## src/rtl/pong_serve_ctrl.sv

```systemverilog
`default_nettype none
// ============================================================================
// pong_serve_ctrl : score keeping, serve countdown and match-end control that
//                   sits downstream of the Pong game FSM and feeds it back.
// Revision        : 1.0 - initial release
// ============================================================================
module pong_serve_ctrl #(
  parameter int unsigned WIN_SCORE   = 7,
  parameter int unsigned SERVE_DELAY = 60,
  parameter logic [9:0]  CENTER_X    = 10'd512,
  parameter logic [9:0]  CENTER_Y    = 10'd512,
  parameter logic [9:0]  PADDLE_HOME = 10'd512
) (
  input  logic       clk,
  input  logic       rst,
  input  logic       frame_tick,
  input  logic       btn_start,
  input  logic       point_1,
  input  logic       point_2,
  output logic       start,
  output logic       gameover,
  output logic       serve_valid,
  output logic [9:0] x_pos_init,
  output logic [9:0] y_pos_init,
  output logic [9:0] p1_pos_init,
  output logic [9:0] p2_pos_init,
  output logic       v_u_init,
  output logic       v_r_init,
  output logic [3:0] score_1,
  output logic [3:0] score_2,
  output logic [1:0] winner,
  output logic [2:0] state_out
);

  typedef enum logic [2:0] {
    ST_IDLE  = 3'b001,
    ST_SERVE = 3'b010,
    ST_PLAY  = 3'b100,
    ST_POINT = 3'b011,
    ST_OVER  = 3'b111
  } state_t;

  localparam logic [7:0] c_delay = 8'(SERVE_DELAY);
  localparam logic [3:0] c_win   = 4'(WIN_SCORE);

  state_t     state_q, state_d;
  logic       btn_q, pt1_q, pt2_q;
  logic [7:0] cnt_q, cnt_d;
  logic [3:0] score_1_q, score_1_d;
  logic [3:0] score_2_q, score_2_d;
  logic [1:0] winner_q, winner_d;
  logic       v_u_q, v_u_d;
  logic       v_r_q, v_r_d;
  logic       start_q, start_d;

  logic btn_rise, pt1_rise, pt2_rise;

  // Edge history is tracked in every state; only the consuming state acts on a rise
  assign btn_rise = btn_start & ~btn_q;
  assign pt1_rise = point_1 & ~pt1_q;
  assign pt2_rise = point_2 & ~pt2_q;

  always_ff @(posedge clk) begin
    if (rst) begin
      state_q   <= ST_IDLE;
      btn_q     <= 1'b0;
      pt1_q     <= 1'b0;
      pt2_q     <= 1'b0;
      cnt_q     <= 8'd0;
      score_1_q <= 4'd0;
      score_2_q <= 4'd0;
      winner_q  <= 2'b00;
      v_u_q     <= 1'b1;
      v_r_q     <= 1'b1;
      start_q   <= 1'b0;
    end else begin
      state_q   <= state_d;
      btn_q     <= btn_start;
      pt1_q     <= point_1;
      pt2_q     <= point_2;
      cnt_q     <= cnt_d;
      score_1_q <= score_1_d;
      score_2_q <= score_2_d;
      winner_q  <= winner_d;
      v_u_q     <= v_u_d;
      v_r_q     <= v_r_d;
      start_q   <= start_d;
    end
  end

  always_comb begin
    state_d   = state_q;
    cnt_d     = cnt_q;
    score_1_d = score_1_q;
    score_2_d = score_2_q;
    winner_d  = winner_q;
    v_u_d     = v_u_q;
    v_r_d     = v_r_q;
    start_d   = 1'b0;

    case (state_q)
      ST_IDLE: begin
        score_1_d = 4'd0;
        score_2_d = 4'd0;
        winner_d  = 2'b00;
        if (btn_rise) begin
          state_d = ST_SERVE;
          cnt_d   = c_delay;
        end
      end

      ST_SERVE: begin
        if (frame_tick) begin
          cnt_d = cnt_q - 8'd1;
          if (cnt_q == 8'd1) begin
            state_d = ST_PLAY;
            start_d = 1'b1;
          end
        end
      end

      ST_PLAY: begin
        if (pt1_rise && pt2_rise) begin
          // Simultaneous points replay the serve with a flipped vertical direction
          v_u_d   = ~v_u_q;
          state_d = ST_SERVE;
          cnt_d   = c_delay;
        end else if (pt1_rise) begin
          score_1_d = score_1_q + 4'd1;
          v_r_d     = 1'b1;
          v_u_d     = ~v_u_q;
          state_d   = ST_POINT;
        end else if (pt2_rise) begin
          score_2_d = score_2_q + 4'd1;
          v_r_d     = 1'b0;
          v_u_d     = ~v_u_q;
          state_d   = ST_POINT;
        end
      end

      ST_POINT: begin
        if (score_1_q == c_win) begin
          winner_d = 2'b01;
          state_d  = ST_OVER;
        end else if (score_2_q == c_win) begin
          winner_d = 2'b10;
          state_d  = ST_OVER;
        end else begin
          state_d = ST_SERVE;
          cnt_d   = c_delay;
        end
      end

      ST_OVER: begin
        if (btn_rise) begin
          state_d   = ST_IDLE;
          score_1_d = 4'd0;
          score_2_d = 4'd0;
          winner_d  = 2'b00;
        end
      end

      default: begin
        state_d = ST_IDLE;
      end
    endcase
  end

  assign start       = start_q;
  assign gameover    = (state_q == ST_OVER);
  assign serve_valid = (state_q == ST_SERVE);
  assign x_pos_init  = CENTER_X;
  assign y_pos_init  = CENTER_Y;
  assign p1_pos_init = PADDLE_HOME;
  assign p2_pos_init = PADDLE_HOME;
  assign v_u_init    = v_u_q;
  assign v_r_init    = v_r_q;
  assign score_1     = score_1_q;
  assign score_2     = score_2_q;
  assign winner      = winner_q;
  assign state_out   = state_q;

endmodule
`default_nettype wire

```

## config.mk

```make
export PLATFORM = sky130hd
export DESIGN_NAME = pong_serve_ctrl
export DESIGN_NICKNAME = d
export VERILOG_FILES = /design/src/rtl/pong_serve_ctrl.sv
export SDC_FILE = /design/constraint.sdc
export NUM_CORES = 1
export LEC_CHECK = 0
export CAP_MARGIN = 20
export CORE_MARGIN = 3
export CORE_UTILIZATION = 63
export DETAILED_ROUTE_END_ITERATION = 7
export DONT_BUFFER_PORTS = 1
export PLACE_DENSITY = 0.9
export SLEW_MARGIN = 20
export SYNTH_ARGS = -nofsm -noshare
export SYNTH_HDL_FRONTEND = slang
export SYNTH_SLANG_ARGS = --single-unit
```

## constraint.sdc

```tcl
create_clock -name clk -period 2.7 [get_ports clk]
set_input_delay 0.27 -clock clk [delete_from_list [all_inputs] [get_ports clk]]
set_output_delay 0.27 -clock clk [all_outputs]
set_load 0.02 [all_outputs]
```

==> flow_metrics.py <==
metrics = {
    "power_and_ir_drop": {
        "seq_power_share_pct": 51.9,
        "pwr-share-comb_pct": 28.0,
        "total_power_w": 0.000895,
        "p_int_w": 0.000559,
        "pwr-share-clk_pct": 20.1,
        "power_density_mw_per_mm2": 541,
        "switching_power_w": 0.000336,
        "leakage_nw": 0.653,
        "swShare_pct": 37.5,
        "ir_drop_mv": 0.407,
    },
    "floorplanning": {
        "rows": 18,
        "coreArea_mm2": 0.00257,
        "die-width_um": 58.8,
        "start_util_pct": 68.5,
        "pin_count": 64,
        "dieArea_mm2": 0.00346,
        "die_h_um": 58.8,
    },
    "finish": {
        "area_growth_pct": -5.97,
        "antenna_cells": 0,
        "drive_gt1_share_pct": 7.08,
        "design_area_mm2": 0.00165,
        "final_common_cell": "conb_1",
        "nNetsFinal": 225,
        "layout_common_cells": "conb_1, dfxtp_1, nor2_1, a21oi_1, nor3_1",
        "final_util_pct": 64.4,
    },
    "clock_network": {
        "h-tree-depth": 1,
        "clock-sinks": 27,
        "cts-buffers-inserted": 3,
        "cts_tree": "yes",
        "clkTransAtPathRegs_ns": 0.15,
        "clk_latency_ns": 0.33,
        "post_cts_resize_count": 0,
        "clockBufferDepth": 2,
        "cts-root-buf": "clkbuf_4",
    },
    "grt": {
        "gr-usage-met1_pct": 26.1,
        "antenna_found_initial": 0,
        "gr-usage-met2_pct": 28.2,
        "grtUsageTotal_pct": 18.7,
        "top_usage_layer": "met2",
        "use_met3_pct": 3.73,
        "first_global_vias": 1137,
        "grt_pass1_wl_um": 5170,
        "overflow": 0,
        "grt_max_degree": 17,
    },
    "setup_path": {
        "startpoint_type": "register",
        "cp_max_fo": 16,
        "cp_slowest_cell": "dfxtp_1",
        "criticalPathCategory": "register to register",
        "regToRegStartpoint": "state_out[2]$_SDFFE_PP0P_",
        "worst-path-buf-inv": 0,
        "worstPathRequired_ns": 2.98,
        "reg2reg_to": "score_2[3]$_SDFFE_PP0P_",
        "max_stage_delay_ns": 0.75,
        "cpLargestDelayFamily": "simple AND/OR/NAND/NOR gates",
        "crit_chain": "or3b_1, a21oi_2, nor2_2, or4_1, o22ai_1",
        "cp-endpoint": "score_2[3]$_SDFFE_PP0P_",
        "reg2reg_depth": 5,
        "reg2reg_slack_ns": 0.48,
        "crit_cells": 5,
        "crit_arrival_ns": 2.50,
        "cp-end-kind": "register",
        "crit_start": "state_out[2]$_SDFFE_PP0P_",
    },
    "timing": {
        "setup_viol": 0,
        "fmax_ghz": 0.450,
        "tns_ns": 0,
        "period_needed_ns": 2.22,
        "post-route-period-util_pct": 82.4,
        "fin_worst_skew_ns": 0.00237,
        "hold_viol": 0,
        "slew_violations": 0,
        "tightest_slew_ns": 0.625,
        "relSlewSlack_pct": 58.3,
        "rsz0062_at_grt": "no",
    },
    "drt": {
        "via_per_inst": 5.70,
        "drt_iter0_drc": 51,
        "ant_nets": 0,
        "wire_per_inst_um": 13.5,
        "drc": 0,
        "num_vias": 1380,
        "wirelength_um": 3270,
        "drtPass1Iterations": 4,
    },
    "place": {
        "dpl.hpwl_um": 2400,
        "place_congestion": 0.805,
        "io_buffers": 0,
        "place_area_mm2": 0.00162,
    },
    "synthesis": {
        "synth_ff_type": "dfxtp_1",
        "synth_cell_type_count": 53,
        "synth_edf_count": 0,
        "synthAdderAreaFrac_pct": 4.27,
        "synth_area_mm2": 0.00176,
        "synth_top_family_by_area": "simple AND/OR/NAND/NOR gates",
        "yosys_warnings": 0,
        "postSynthAreaPerCell_um2": 8.14,
        "synthSimpleGateAreaFrac_pct": 22.8,
        "ys_async_sr_fraction_pct": 0,
        "synth.area.mux_share_pct": 1.14,
        "seq_area_frac_synth_pct": 30.7,
        "synth-xor-area-share_pct": 0.996,
        "synthCells": 216,
        "postSynthRegisterBits": 27,
        "synth_compound_area_share_pct": 18.8,
    },
    "flow_run": {
        "max_cap_viol_count": 0,
    },
    "run_status": {
        "status": "complete, no violations",
    },
    "hold_path": {
        "hp-class": "input pin to register",
    },
}
## repair_timing
action | 4_1_cts | 5_1_grt
setup buffers | 0 | 0
endpoints found under the hold margin | 16 | 0
hold buffers | 1 | 0
## cell type report
class,instances,area [um2]
Multi-Input combinational cell,170,993
Fill cell,222,913
Sequential cell,27,541
Tap cell,30,37.5
Inverter,8,30.0
Timing Repair Buffer,3,25.0
Clock buffer,3,22.5
Clock inverter,1,5.00
## logic make-up (layout without fill, tap and decap cells)
logic type | Yosys count | count (layout)
flip-flops | 27 | 27
buffers and inverters | 57 | 15
other | 2 | 40
adder cells (fa/ha/maj) | 6 | 6
XOR/XNOR | 2 | 2
multiplexers | 2 | 2
AND/OR/NAND/NOR | 71 | 71
AO/OA/AOI/OAI | 49 | 49
## worst register-to-register path, stage by stage (launching register included)
cell	delay (ns)
dfxtp_1	0.75
or3b_1	0.43
a21oi_2	0.26
nor2_2	0.07
or4_1	0.51
o22ai_1	0.15
## through the flow
stage / hold slack (ns) / instances / worst slack, ns
6_report: 0.0151 / 242 / 0.476
5_1_grt: 0.00302 / 242 / 0.378
4_1_cts: 0.0102 / 242 / 0.496
3_5_place_dp: 0.345 / 237 / 0.518
3_3_place_gp: 0.344 / 237 / 0.568
2_1_floorplan: 0.398 / 254 / 0.588
## metal layers
metal,up-vias,part of all wire (%)
li1,674,-
met1,620,44
met2,82,44
met3,4,11
met4,0,1.2
met5,-,0
## power by group through the flow
| stage | Combinational (W) | Clock (W) | Sequential, W |
|---|---|---|---|
| 2_1_floorplan | 0.000260 | 0 | 0.000463 |
| 3_3_place_gp | 0.000237 | 0 | 0.000470 |
| 3_5_place_dp | 0.000240 | 0 | 0.000472 |
| 4_1_cts | 0.000247 | 0.000184 | 0.000463 |
| 5_1_grt | 0.000274 | 0.000200 | 0.000470 |
| 6_report | 0.000250 | 0.000180 | 0.000464 |
## cells in the mapped netlist, drive strengths merged, types with 2 or more instances
library cell / n / area (um2)
conb: 2 / 7.51
nand3b: 5 / 37.5
ha: 6 / 75.1
o22ai: 4 / 25.0
nor2b: 4 / 25.0
or3: 5 / 31.3
or3b: 2 / 17.5
dfxtp: 27 / 541
mux2i: 2 / 20.0
xor2: 2 / 17.5
nand2b: 8 / 50.1
a21oi: 16 / 83.8
buf: 43 / 315
clkbuf: 6 / 22.5
nor3b: 2 / 15.0
nand2: 8 / 30.0
a22oi: 2 / 15.0
or4: 2 / 15.0
o21ai: 5 / 25.0
a31oi: 4 / 25.0
and2: 2 / 12.5
nand3: 2 / 10.0
a311oi: 3 / 26.3
nor2: 16 / 62.6
nor3: 10 / 55.1
inv: 8 / 30.0
## worst min-delay path by stage
stage | start | endpoint | slack (ns) | depth (start not counted)
global placement | rst | btn_q$_SDFF_PP0_ | 0.34 | 1
CTS | rst | cnt_q[1]$_SDFFE_PP0P_ | 0.01 | 1
floorplan | btn_start | btn_q$_SDFF_PP0_ | 0.40 | 1
finish | rst | cnt_q[1]$_SDFFE_PP0P_ | 0.02 | 1
global route | rst | score_2[3]$_SDFFE_PP0P_ | 0.003 | 1
detailed placement | rst | score_1[1]$_SDFFE_PP0P_ | 0.35 | 1
## flip-flops by register name, indices dropped and copies added, names as in the netlist
register	flops
pt2_q	1
cnt_q	8
btn_q	1
score_2	4
start	1
winner	2
score_1	4
v_r_init	1
v_u_init	1
state_out	3
pt1_q	1
Note: power is estimated with default switching activity, not from simulation.
